--- config.mk ---
export PLATFORM = sky130hd
export DESIGN_NAME = uart_tx_frame
export DESIGN_NICKNAME = d
export VERILOG_FILES = /design/src/rtl/uart_tx_frame.sv
export SDC_FILE = /design/constraint.sdc
export NUM_CORES = 1
export LEC_CHECK = 0
export CORE_ASPECT_RATIO = 1.2
export CORE_UTILIZATION = 40
export DETAILED_ROUTE_END_ITERATION = 8
export SLEW_MARGIN = 20
export SYNTH_ARGS = -nofsm -noshare
export SYNTH_HDL_FRONTEND = slang
export SYNTH_SLANG_ARGS = --single-unit
--- constraint.sdc ---
create_clock -name clk_tf -period 2.1 [get_ports clk_tf]
set_clock_uncertainty 0.1 [all_clocks]
set_input_delay 0.42 -clock clk_tf [delete_from_list [all_inputs] [get_ports clk_tf]]
set_output_delay 0.42 -clock clk_tf [all_outputs]
set_load 0.005 [all_outputs]
--- src/rtl/uart_tx_frame.sv ---
// UART transmit framer: configurable width, oversample, parity, stop bits,
// valid/ready input and line-break generation.
module uart_tx_frame #(
  parameter int DATA_W     = 8,
  parameter int OS_RATE    = 16,
  parameter int PARITY_EN  = 0,
  parameter int PARITY_ODD = 0,
  parameter int STOP_BITS  = 1
) (
  input  logic              clk_tf,
  input  logic              rst_tf,
  input  logic [DATA_W-1:0] tx_data,
  input  logic              tx_valid,
  output logic              tx_ready,
  input  logic              tx_break,
  output logic              transmitter_tx,
  output logic              tx_busy,
  output logic              tx_done
);

  localparam int OSW = $clog2(OS_RATE);
  localparam int BCW = $clog2(DATA_W + 1);

  localparam logic [OSW-1:0] OS_LAST  = OSW'(OS_RATE - 1);
  localparam logic [BCW-1:0] BIT_LAST = BCW'(DATA_W - 1);
  localparam logic           STOP_LAST = (STOP_BITS == 2);

  localparam logic [2:0] S_IDLE   = 3'd0;
  localparam logic [2:0] S_START  = 3'd1;
  localparam logic [2:0] S_DATA   = 3'd2;
  localparam logic [2:0] S_PARITY = 3'd3;
  localparam logic [2:0] S_STOP   = 3'd4;
  localparam logic [2:0] S_BREAK  = 3'd5;

  logic [2:0]        state;
  logic [OSW-1:0]    os_cnt;
  logic [BCW-1:0]    bit_cnt;
  logic              stop_cnt;
  logic [DATA_W-1:0] shreg;
  logic              par_bit;
  logic              framed;
  logic              line;
  logic              bit_end;

  assign bit_end        = (os_cnt == OS_LAST);
  assign tx_ready       = (state == S_IDLE) && !rst_tf;
  assign tx_busy        = (state != S_IDLE);
  assign transmitter_tx = line;

  always_ff @(posedge clk_tf) begin
    if (rst_tf) begin
      state    <= S_IDLE;
      os_cnt   <= '0;
      bit_cnt  <= '0;
      stop_cnt <= 1'b0;
      shreg    <= '0;
      par_bit  <= 1'b0;
      framed   <= 1'b0;
      line     <= 1'b1;
      tx_done  <= 1'b0;
    end else begin
      tx_done <= 1'b0;
      // IDLE and BREAK hold the oversample counter at zero
      if (state != S_IDLE && state != S_BREAK) begin
        os_cnt <= bit_end ? '0 : os_cnt + 1'b1;
      end
      case (state)
        S_IDLE: begin
          if (tx_break) begin
            state <= S_BREAK;
            line  <= 1'b0;
          end else if (tx_valid && tx_ready) begin
            state   <= S_START;
            line    <= 1'b0;
            shreg   <= tx_data;
            par_bit <= (^tx_data) ^ (PARITY_ODD != 0);
            framed  <= 1'b1;
          end
        end
        S_START: begin
          if (bit_end) begin
            state   <= S_DATA;
            line    <= shreg[0];
            bit_cnt <= '0;
          end
        end
        S_DATA: begin
          if (bit_end) begin
            if (bit_cnt == BIT_LAST) begin
              if (PARITY_EN != 0) begin
                state <= S_PARITY;
                line  <= par_bit;
              end else begin
                state    <= S_STOP;
                line     <= 1'b1;
                stop_cnt <= 1'b0;
              end
            end else begin
              shreg   <= shreg >> 1;
              line    <= shreg[1];
              bit_cnt <= bit_cnt + 1'b1;
            end
          end
        end
        S_PARITY: begin
          if (bit_end) begin
            state    <= S_STOP;
            line     <= 1'b1;
            stop_cnt <= 1'b0;
          end
        end
        S_STOP: begin
          if (bit_end) begin
            if (stop_cnt == STOP_LAST) begin
              state   <= S_IDLE;
              tx_done <= framed;
              framed  <= 1'b0;
            end else begin
              stop_cnt <= 1'b1;
            end
          end
        end
        S_BREAK: begin
          if (!tx_break) begin
            state    <= S_STOP;
            line     <= 1'b1;
            stop_cnt <= 1'b0;
            framed   <= 1'b0;
          end
        end
        default: begin
          state <= S_IDLE;
          line  <= 1'b1;
        end
      endcase
    end
  end

endmodule

==> metrics.yaml <==
timing:
  setup_viol: 0
  fin_ws_ns: 0.160
  worst_pin_slew_ns: 0.476
  relSlewSlack_pct: 68.0
  fin_tns_setup_ns: 0
  final.period_utilization_pct: 92.4
  rsz0062_at_grt: "false"
  final_hold_viol_count: 0
  fmax_mhz: 516
  period_needed_ns: 1.94
  finalMaxSlewViolations: 0
logic_synthesis:
  synth_top_area_share_pct: 34.4
  synth.avg_cell_area_um2: 9.54
  ys_types: 47
  yosysTopAreaCell: "dfxtp_1"
  syn_inst: 134
  synth_most_common_cell: "dfxtp_1"
  synth_nets: 148
  synth_edf_count: 0
  ys_seq_area_share_pct: 34.4
  synthFlopType: "dfxtp_1"
  yosys-top-cells-area: "dfxtp_1 (34%), mux2i_1 (7.8%), a21oi_1 (5.1%), a211oi_1 (4.1%), nor2_1 (4.1%)"
  synthTopCellsByCount: "dfxtp_1 (22), nor2_1 (14), a21oi_1 (13), mux2i_1 (10), a211oi_1 (7)"
  ys_seq_elements: 22
  synth-async-reset-ratio_pct: 0
  synth_area_um2: 1280
  synth_warnings: 0
worst_setup_path:
  crit_fanout: 5
  critPathRequiredTime_ns: 2.20
  max_stage_delay_ns: 0.43
  crit_type: "register to register"
  critPathArrivalTime_ns: 2.04
  setup.worst_path.start_class: "register"
  cp_cell_sequence: "ha_1 -> and3b_2 -> nor2_1 -> a2111oi_4 -> mux2_4"
  critical-path-top-delay-family: "compound AO/OA/AOI/OAI gates"
  crit_path_end_kind: "register"
  cp_slowest_cell: "a2111oi_4"
  path_buf_inv: 0
grt:
  first_global_vias: 1053
  grt_use_total_pct: 17.7
  grt_pass1_wl_um: 4560
  grt_overflow: 0
  antenna_found_initial: 0
  grt_max_degree: 22
clock_network:
  cts_tree: "done"
  htree_levels: 1
  clk_pin_slew_ns: 0.12
  ctsHoldBuffers: 0
  cts_root_buf: "clkbuf_4"
  cts_made_buffers: 3
  cts.sinks: 22
  insertion_delay_ns: 0.30
  clock_path_buffers: 2
power_and_ir_drop:
  power.total_uw: 1640
  peakVddDrop_v: 0.000671
  p_leak_uw: 0.000583
  powerDensity_nw_per_um2: 1060
floorplanning:
  die_area_um2: 3430
  core_area_um2: 3060
  die_h_um: 63.9
  die_x_um: 53.6
  start_util_pct: 41.9
  ios: 16
  num_rows: 22
detailed_routing:
  drc: 0
  drt_iter0_drc: 9
  wire_per_inst_um: 13.3
  viasPerCell: 5.45
  routed_wl_um: 2610
  ant_nets: 0
  drt_pass1_iterations: 4
  vias: 1068
placed_design:
  pre_cts_slack_ns: -0.129
  routabilityCongestion: 0.816
  place_area_um2: 1510
  dp_hpwl_um: 1970
  numPortBuffers: 15
finish:
  area_growth_pct: 21.0
  final_nets: 176
  fin_area_um2: 1550
  diodes: 0
  nFillCells: 290
  drive_above_1_share_pct: 22.5
worst_hold_path:
  hp-class: "register to register"
status:
  status: "finished, final reports clean"
flow_run:
  cap_viol_max_count: 0
[cell usage in the layout (no fill, tap or decap), types with 2 or more instances in the layout]
cell type         n
clkbuf_4          3
buf_4            16
a21oi_1          13
nor3_1            3
or3_1             2
inv_1             5
nand2_1           4
xor2_1            2
o32ai_1           2
ha_1              2
a211oi_1          7
nor2_1           13
nor4_1            3
nor2_2            2
clkdlybuf4s50_1  13
a311oi_1          2
dfxtp_1          21
mux2i_1          10
or4_1             2
o21ai_0           3
and2_1            2
nand3_1           4
[worst paths after layout]
kind,start,endpoint,slack (ns),cells past startpoint
worst max-delay path,bit_cnt[0],state[0],0.16,5
worst min-delay path,framed,tx_done,0.40,1
worst max register to register,bit_cnt[0],state[0],0.16,5
worst min register to register,framed,tx_done,0.40,1
[registers in the layout, indices dropped and copies added, names as in the netlist]
register        cells
state               3
os_cnt              4
transmitter_tx      1
tx_done             1
framed              1
shreg               8
bit_cnt             4
[metrics by stage]
stage / util [%] / hold WS [ns] / cells
floorplan: - / 0.352 / 134
global placement: 49.3 / 0.362 / 191
detailed placement: 49.3 / 0.380 / 191
CTS: 50.5 / 0.398 / 196
global route: 50.7 / 0.411 / 196
finish: 50.7 / 0.396 / 196
[worst reg2reg max path, cell delays in order (launching register included)]
cell and delay [ns]:
dfxtp_1 0.39, ha_1 0.22, and3b_2 0.28, nor2_1 0.10, a2111oi_4 0.43, mux2_4 0.33
[cell families after synthesis]
kind of cell,share of synthesized area [%]
multiplexers,9.88
buffers and inverters,7.24
flip-flops,34.4
AND/OR/NAND/NOR,22.2
adder cells (fa/ha/maj),1.96
AO/OA/AOI/OAI,22.2
XOR/XNOR,2.06
[where the power goes]
group          total, uW  switching, uW  leakage, uW  internal, uW
Combinational        924            439     0.000390           485
Clock                191            124    0.0000138          66.9
Sequential           527           39.0     0.000180           488
Total               1640            602     0.000583          1040
[repair_timing]
action	CTS	global route
setup endpoints to repair	1	1
gates resized for setup	2	2
pin swaps	1	0
setup buffers	2	0
[final cells by class]
type | instances | area [um2] | area share, %
tap | 36 | 45.0 | 2.91
sequential | 22 | 442 | 28.5
inverter | 5 | 18.8 | 1.21
clock buffer | 3 | 22.5 | 1.46
multi-input combinational | 99 | 748 | 48.3
timing repair buffer | 31 | 272 | 17.5
[per-layer routing]
| metal | global-route usage, % | vias to the layer above | wire, um |
|---|---|---|---|
| li1 | - | 551 | - |
| met1 | 20.4 | 497 | 1200 |
| met2 | 31.7 | 16 | 1330 |
| met3 | 2.14 | 4 | 56 |
| met4 | 6.91 | 0 | 31 |
| met5 | 0 | - | 0 |
Power figures use the tool's default switching activity.
